### src/rtl/csa_accum_resolve.sv
// Carry-save dot-product accumulator: folds compressor (sum, carry) pairs into a
// redundant accumulator, then resolves it to binary with a chunked carry-propagate adder.
module csa_accum_resolve #(
  parameter int IN_W    = 22,
  parameter int ACC_W   = 32,
  parameter int CHUNK_W = 8,
  parameter int CNT_W   = 8
) (
  input  logic               clk,
  input  logic               rst,
  input  logic               in_valid,
  output logic               in_ready,
  input  logic [IN_W-1:0]    in_sum,
  input  logic [IN_W:0]      in_carry,
  input  logic               in_last,
  output logic               out_valid,
  input  logic               out_ready,
  output logic [ACC_W-1:0]   out_data,
  output logic [CNT_W-1:0]   out_beats
);

  localparam int K     = ACC_W / CHUNK_W;
  localparam int IDX_W = (K > 1) ? $clog2(K) : 1;

  // S_COMMIT loads the result register in one step, so out_data never shows a partial value
  typedef enum logic [1:0] {
    S_ACCUM,
    S_RESOLVE,
    S_COMMIT,
    S_OUT
  } state_t;

  state_t r_state;
  state_t w_state_next;

  logic [ACC_W-1:0]   r_acc_s;
  logic [ACC_W-1:0]   r_acc_c;
  logic [CNT_W-1:0]   r_cnt;
  logic [IDX_W-1:0]   r_idx;
  logic               r_cc;
  logic [ACC_W-1:0]   r_work;
  logic [ACC_W-1:0]   r_out_data;
  logic [CNT_W-1:0]   r_out_beats;

  logic               w_accept;
  logic               w_last_chunk;
  logic [ACC_W-1:0]   w_in_s;
  logic [ACC_W-1:0]   w_in_c;
  logic [ACC_W-1:0]   w_s1;
  logic [ACC_W-1:0]   w_c1;
  logic [ACC_W-1:0]   w_s2;
  logic [ACC_W-1:0]   w_c2;
  logic [CHUNK_W:0]   w_chunk_sum;

  assign w_in_s = ACC_W'(in_sum);
  assign w_in_c = ACC_W'(in_carry);

  // Two 3:2 layers; each carry vector shifts left and drops its MSB (modulo 2^ACC_W)
  assign w_s1 = r_acc_s ^ r_acc_c ^ w_in_s;
  assign w_c1 = ((r_acc_s & r_acc_c) | (r_acc_s & w_in_s) | (r_acc_c & w_in_s)) << 1;
  assign w_s2 = w_s1 ^ w_c1 ^ w_in_c;
  assign w_c2 = ((w_s1 & w_c1) | (w_s1 & w_in_c) | (w_c1 & w_in_c)) << 1;

  assign w_chunk_sum = {1'b0, r_acc_s[CHUNK_W-1:0]}
                     + {1'b0, r_acc_c[CHUNK_W-1:0]}
                     + {{CHUNK_W{1'b0}}, r_cc};

  assign w_accept     = in_valid & in_ready;
  assign w_last_chunk = (r_idx == IDX_W'(K - 1));

  always_ff @(posedge clk or posedge rst) begin
    if (rst) begin
      r_state <= S_ACCUM;
    end else begin
      r_state <= w_state_next;
    end
  end

  always_comb begin
    w_state_next = r_state;
    in_ready     = 1'b0;
    out_valid    = 1'b0;
    case (r_state)
      S_ACCUM: begin
        in_ready = 1'b1;
        if (in_valid && in_last) begin
          w_state_next = S_RESOLVE;
        end
      end
      S_RESOLVE: begin
        if (w_last_chunk) begin
          w_state_next = S_COMMIT;
        end
      end
      S_COMMIT: begin
        w_state_next = S_OUT;
      end
      S_OUT: begin
        out_valid = 1'b1;
        if (out_ready) begin
          w_state_next = S_ACCUM;
        end
      end
      default: begin
        w_state_next = S_ACCUM;
      end
    endcase
  end

  // Resolve shifts both accumulator halves right a chunk per cycle, filling r_work from the top
  always_ff @(posedge clk or posedge rst) begin
    if (rst) begin
      r_acc_s     <= '0;
      r_acc_c     <= '0;
      r_cnt       <= '0;
      r_idx       <= '0;
      r_cc        <= 1'b0;
      r_work      <= '0;
      r_out_data  <= '0;
      r_out_beats <= '0;
    end else begin
      case (r_state)
        S_ACCUM: begin
          r_idx <= '0;
          r_cc  <= 1'b0;
          if (w_accept) begin
            r_acc_s <= w_s2;
            r_acc_c <= w_c2;
            if (r_cnt != {CNT_W{1'b1}}) begin
              r_cnt <= r_cnt + 1'b1;
            end
          end
        end
        S_RESOLVE: begin
          r_work  <= {w_chunk_sum[CHUNK_W-1:0], r_work[ACC_W-1:CHUNK_W]};
          r_cc    <= w_chunk_sum[CHUNK_W];
          r_acc_s <= r_acc_s >> CHUNK_W;
          r_acc_c <= r_acc_c >> CHUNK_W;
          r_idx   <= r_idx + 1'b1;
        end
        S_COMMIT: begin
          r_out_data  <= r_work;
          r_out_beats <= r_cnt;
        end
        S_OUT: begin
          if (out_ready) begin
            r_acc_s <= '0;
            r_acc_c <= '0;
            r_cnt   <= '0;
          end
        end
        default: begin
          r_idx <= '0;
        end
      endcase
    end
  end

  assign out_data  = r_out_data;
  assign out_beats = r_out_beats;

endmodule

### config.mk
export PLATFORM = sky130hd
export DESIGN_NAME = csa_accum_resolve
export DESIGN_NICKNAME = d
export VERILOG_FILES = /design/src/rtl/csa_accum_resolve.sv
export SDC_FILE = /design/constraint.sdc
export NUM_CORES = 1
export LEC_CHECK = 0
export BUFFER_PORTS_ARGS = -buffer_cell sky130_fd_sc_hd__buf_2
export CORE_ASPECT_RATIO = 0.9
export CORE_MARGIN = 3
export CORE_UTILIZATION = 58
export CTS_CLUSTER_SIZE = 12
export DETAILED_ROUTE_END_ITERATION = 7
export PLACE_DENSITY_LB_ADDON = 0.12
export SLEW_MARGIN = 5
export SYNTH_ARGS = -nofsm -noshare
export SYNTH_HDL_FRONTEND = slang
export SYNTH_SLANG_ARGS = --single-unit
### constraint.sdc
create_clock -name clk -period 7.01 [get_ports clk]
set_input_delay 2.103 -clock clk [delete_from_list [all_inputs] [get_ports clk]]
set_output_delay 2.103 -clock clk [all_outputs]
set_load 0.05 [all_outputs]
==> results.md, run 1 <==
* Share of the synthesized area in the top cell type at 49.64%
* Relative slew slack at 34.15%
* Clk sinks at 149
* CP required at 7.34 ns
* Library cells used by synthesis at 44
* Hold crit path type: reg -> reg
* Sequential fraction of the synthesis area at 49.64%
* CTS H-tree depth at 4
* Asr flop ratio synth at 100.0%
* Pleak at 4.427 nW
* Adder-Cell Fraction of Synth Area at 17.42%
* Drt pass-1 iters at 5
* Count leader, synth: dfrtp_1
* Area delta synth->final at 16.09%
* Final period utilization at 53.88%
* Crit path time final at 3.777 ns
* Cell Area, Placed at 8089 µm²
* Remaining Overflow, GRT at 0
* Number of synthesized flops with an enable pin at 0
* Warnings from Yosys at 0
* Max Slew Vio Count at 0
* Placer Congestion at 0.8332
* Max frequency at 264.7 MHz
* Final setup fails at 0
* Crit-path most repeated cell: buf_4
* Wirelength per Cell at 18.00 µm
* Die width at 126.0 µm
* Post-CTS Setup Repair Bufs at 0
* Worst Setup End Kind: flop
* Final nets at 819
* Post-Syn Area at 7511 µm²
* First-pass GRT wire length at 26330 µm
* Clock latency on the worst-skew pair at 0.43 ns
* Multiplexer share of the synthesized area at 9.745%
* Vias in the first global route at 5202
* Starting Density at 60.76%
* Setup TNS Final at 0 ns
* Post-DRT Antenna Nets at 0
* Top_reg_cell synth: dfrtp_1
* Xor/xnor share of the synthesized area at 0.2332%
* CP Launch Type: primary input
* Final wirelength at 15550 µm
* Die Ht at 114.0 µm
* Run status: completed
* Slowest cell delay on critical path at 0.48 ns
* Number of remaining DRC errors at 0
* CTS Buffer Depth at 2
* CTS resizes at 0
* Final hold viol count at 0
* Initial antenna violation count at 0
* Dominant cells by area after synthesis: dfrtp_1, fa_1, mux2_2
* Post-synthesis cell count at 610
* Data arrival, critical path at 4.11 ns
* CP cell instances: buf_2 -> nor2b_1 -> nor3_4 -> buf_4 -> nor2_4 -> buf_4 -> a22oi_1 -> o21ai_0
* Num CTS Buffers at 17
* Share of cells above drive strength 1 at 28.55%
* Clock tree from TritonCTS: done
* Worst IR Drop VDD at 0.0002217 V
* Global Route Usage Sum at 23.34%
* Power per Cell Area at 466.0 nW/µm²
* I/O Pins at 92
* Critical path peak fanout at 55
* Post-CTS Hold Fix Bufs at 0
* Avg Synthesized Cell Area at 12.31 µm²
* FP Rows at 38
* WS Path Type: in -> reg
* Die Area at 14350 µm²
* CORE AREA at 12360 µm²
* Largest net degree at the start of global routing at 105
* RSZ-0062 raised after global routing: false
* Worst slew pin tran at 0.9877 ns
* Routed vias/inst at 5.838
* ANT cells at 0
* MaxCap Viol Count at 0
* Post-synthesis simple-gate area fraction at 6.747%
* IO buf count at 91
* Slowest cell on crit path: buf_4
* Clk slew on worst S/H paths at 0.06 ns
* Post-DP HPWL at 10820 µm
* Syn Nets at 737
* FF+latch count, synth at 149
* Root buffer cell: clkbuf_16
* Clk_skew at 0.007738 ns
* Largest family of logic cells by synthesized area: adder cells
* Synth Area in Compound Gates at 12.06%
* Vias post-DR at 5044
* Final instance area at 8720 µm²
* Area leader, netlist: dfrtp_1
* Number of DRC markers in iteration 0 at 357
* Synth top cells by count: dfrtp_1, mux2_2, nand2_1
## worst paths after layout
check	start	endpoint	slack, ns	depth (start not counted)
max	out_ready	r_acc_c[13]	3.23	8
min	r_acc_s[31]	r_acc_s[31]	0.47	1
max reg2reg	r_state[1]	r_acc_c[13]	3.68	9
min reg2reg	r_acc_s[31]	r_acc_s[31]	0.47	1
max in group asynchronous	rst	out_data[2]	4.00	3
min in group asynchronous	rst	r_cnt[1]	1.88	2
## final cells by class
| cell class | count | area [µm²] |
|---|---|---|
| sequential | 149 | 3729 |
| fill | 862 | 3642 |
| multi-input combinational | 381 | 3490 |
| timing repair buffer | 95 | 485.5 |
| clock buffer | 20 | 456.7 |
| tap | 160 | 200.2 |
| inverter | 48 | 185.2 |
| clock inverter | 11 | 173.9 |
## through the flow
step | setup WS, ns | utilization, % | instances | hold WS, ns | total power, mW
6_report | 3.233 | 70.54 | 864 | 0.4680 | 4.063
5_1_grt | 3.088 | 70.54 | 864 | 0.4943 | 4.347
4_1_cts | 3.236 | 70.54 | 864 | 0.4720 | 4.096
3_5_place_dp | 2.855 | 65.44 | 833 | 0.4633 | 3.109
3_3_place_gp | 2.923 | 65.44 | 833 | 0.4550 | 3.029
2_1_floorplan | 0.8990 | - | 610 | 0.4387 | 2.669
## cells in the final DEF, fill, tap and decap left out, types with 3 or more instances in the layout
cell          n
buf_2        91
bufinv_16     4
clkbuf_16    17
inv_6         3
inv_1        46
nor2b_1       4
a22oi_1      41
buf_4         4
and3_1        3
ha_1         29
nor2_1       12
fa_1         46
clkinvlp_4    3
a21oi_1       6
nand3_1       6
nand2b_1      4
a221o_1       7
nor3_1        9
o31ai_1       5
mux2_2       65
nand2_1      63
a31oi_1       5
a22o_1       17
dfrtp_1     149
o21ai_0      29
## worst max-delay path, delay by kind of cell
family	cells	cell delay [ns]
AOI/OAI and AO/OA	2	0.26
buffers and inverters	3	0.89
and+or+nand+nor	3	0.79
## cell families after synthesis
kind of cell | after synthesis
flip-flops | 149
AO/OA/AOI/OAI | 126
AND/OR/NAND/NOR | 111
buffers and inverters | 80
adder cells (fa/ha/maj) | 77
multiplexers | 65
XOR/XNOR | 2
## sequential cells by signal (all words and copies together) (netlist names)
name,count
r_acc_s,32
r_cc,1
r_state,2
out_data,32
r_idx,2
out_beats,8
r_acc_c,32
r_cnt,8
r_work,32
## report_power, final
part | leakage (nW) | internal (mW) | total (mW) | switching [mW]
registers | 1.98 | 1.14 | 1.35 | 0.215
clock network | 0.299 | 0.614 | 0.969 | 0.355
logic | 2.15 | 0.636 | 1.74 | 1.11
total | 4.43 | 2.39 | 4.06 | 1.68
## layer usage
layer,share of wire (%),GRT usage (%),vias to the layer above
met5,0,0,-
met2,50,37.15,153
met1,43,31.48,2565
met4,1.8,8.578,0
li1,-,-,2301
met3,5.1,5.993,25
No activity file was read; power rests on OpenSTA's default activity.
==> run 2: changes to the inputs <==
CORE_UTILIZATION = 53   (was 58)
clock period = 3.1 ns   (was 7.01 ns; I/O delays follow)
==> results.md, run 2 (same netlist as run 1, synthesis figures left out) <==
* Run status: completed
* Filler instances at 1075 (+25%)
* Clock latency on the worst-skew pair at 0.42 ns (about the same)
* WS Path Type: reg -> out
* First-pass GRT wire length at 27500 µm (+4.4%)
* I/O Pins at 92 (unchanged)
* Relative slew slack at 33.85% (-0.30 points)
* Met3 Use GR at 6.208% (+0.22 points)
* Placed insts at 868 (+4.2%)
* Pleak at 4.460 nW (+0.75%)
* Routed vias/inst at 5.537 (-5.2%)
* Die Area at 15640 µm² (+8.9%)
* Setup TNS Final at 0 ns (unchanged)
* Clk slew on worst S/H paths at 0.06 ns (about the same)
* Largest net degree at the start of global routing at 59 (-44%)
* ANT cells at 0 (unchanged)
* Drt pass-1 iters at 5 (unchanged)
* Initial antenna violation count at 0 (unchanged)
* Die Ht at 118.9 µm (+4.4%)
* Post-CTS Setup Repair Bufs at 0 (unchanged)
* Die width at 131.5 µm (+4.4%)
* Vias in the first global route at 5336 (+2.6%)
* Root buffer cell: clkbuf_16
* Clk network pwr share at 22.1% (-1.8 points)
* CORE AREA at 13610 µm² (+10%)
* Global Route Usage Sum at 21.93% (-1.4 points)
* Final wirelength at 15920 µm (+2.4%)
* Final hold viol count at 0 (unchanged)
* Post-CTS Hold Fix Bufs at 0 (unchanged)
* Clk_skew at 0.009407 ns (+0.001669 ns)
* Number of DRC markers in iteration 0 at 282 (-21%)
* Worst Setup End Kind: output pin
* Power, Total at 9.115 mW (+120%)
* Area delta synth->final at 17.19%
* Final non-filler cell total at 899 (+4.1%)
* Remaining Overflow, GRT at 0 (unchanged)
* Final setup fails at 0 (unchanged)
* Starting Density at 55.17% (-5.6 points)
* Worst slew pin tran at 0.9922 ns (+0.004506 ns)
* Pint at 5.337 mW (+120%)
* IO buf count at 91 (unchanged)
* CTS H-tree depth at 4 (unchanged)
* Combinational power share at 44.3% (+1.5 points)
* Power per Cell Area at 1036 nW/µm² (+120%)
* Sw frac at 41.44% (+0.22 points)
* FP Rows at 40 (+5.3%)
* Num CTS Buffers at 17 (unchanged)
* Layer with the highest usage: met1
* Max Slew Vio Count at 0 (unchanged)
* Crit path time final at 2.569 ns
* Commonest non-fill, non-tap cell in the layout: dfrtp_1
* Worst IR Drop VDD at 0.0008081 V (+260%)
* GR Util met2 at 32.25% (-4.9 points)
* Data arrival, critical path at 1.64 ns (-2.47 ns)
* Max frequency at 389.2 MHz
* Final nets at 825 (+0.73%)
* CTS resizes at 0 (unchanged)
* Placer Congestion at 0.8387 (+0.66%)
* Clk sinks at 149 (unchanged)
* Vias post-DR at 4978 (-1.3%)
* CP Launch Type: flop
* RSZ-0062 raised after global routing: false
* Final period utilization at 82.87%
* CP required at 2.17 ns (-5.17 ns)
* Share of cells above drive strength 1 at 29.01% (+0.46 points)
* Post-DP HPWL at 11200 µm (+3.5%)
* Critical path peak fanout at 13 (-76%)
* GR Util met1 at 32.45% (+0.97 points)
* Cell Area, Placed at 8232 µm² (+1.8%)
* Post-DRT Antenna Nets at 0 (unchanged)
* MaxCap Viol Count at 0 (unchanged)
* Sequential share of power at 33.6% (+0.3 points)
* Wirelength per Cell at 17.71 µm (-1.6%)
* NetSw at 3.777 mW (+130%)
* Final instance area at 8802 µm² (+0.95%)
* Hold crit path type: reg -> reg
* Commonest non-fill, non-tap cells in the layout: dfrtp_1, buf_2, mux2_2
* Number of remaining DRC errors at 0 (unchanged)
* Clock tree from TritonCTS: done
* CTS Buffer Depth at 2 (unchanged)
run 2: changes by cell type in the layout (fill, tap and decap cells not counted), moves of 2 or more:
cell	change
clkbuf_8	-2
buf_12	+5
clkinv_2	+7
inv_6	-3
run 2: critical path, stage by stage, from the launching register on:
cell and delay, ns:
dfrtp_1 0.41, ha_1 0.46, buf_2 0.35
run 2: worst paths after layout:
kind / from / to / slack [ns] / cells past startpoint
max in group asynchronous: rst / out_data[16] / 1.82 / 3
min reg2reg: r_acc_s[31] / r_acc_s[31] / 0.48 / 1
max: r_state[0] / out_valid / 0.53 / 2
min in group asynchronous: rst / r_acc_s[12] / 0.63 / 2
min: r_acc_s[31] / r_acc_s[31] / 0.48 / 1
max reg2reg: r_state[0] / r_cnt[7] / 0.72 / 8
run 2: cell type report:
cell class	instances	area (µm²)	area share, %
Multi-Input combinational cell	381	3490	39.64
Timing Repair Buffer	101	593.1	6.738
Tap cell	189	236.5	2.687
Clock buffer	19	432.9	4.918
Clock inverter	12	137.6	1.564
Sequential cell	149	3729	42.36
Inverter	48	183.9	2.090
run 2: through the flow:
step	hold WS (ns)	util (%)	setup slack, ns
floorplan	0.4387	-	0.2950
CTS	0.4804	64.66	0.5060
global route	0.5102	64.66	0.4189
detailed placement	0.4669	60.47	0.6359
finish	0.4761	64.66	0.5309
global placement	0.4607	60.47	0.6842
run 2: power by group through the flow:
stage | Combinational [mW] | Sequential [mW] | Clock, mW
2_1_floorplan | 2.41 | 3.63 | 0
3_3_place_gp | 3.92 | 3.06 | 0
3_5_place_dp | 4.06 | 3.09 | 0
4_1_cts | 4.07 | 3.07 | 2.05
5_1_grt | 4.47 | 3.15 | 2.15
6_report | 4.03 | 3.06 | 2.02
run 2: metal layers:
| layer | vias up | share of wire (%) |
|---|---|---|
| met3 | 16 | 5.8 |
| met1 | 2517 | 48 |
| met5 | - | 0 |
| li1 | 2298 | - |
| met2 | 147 | 46 |
| met4 | 0 | 1.1 |
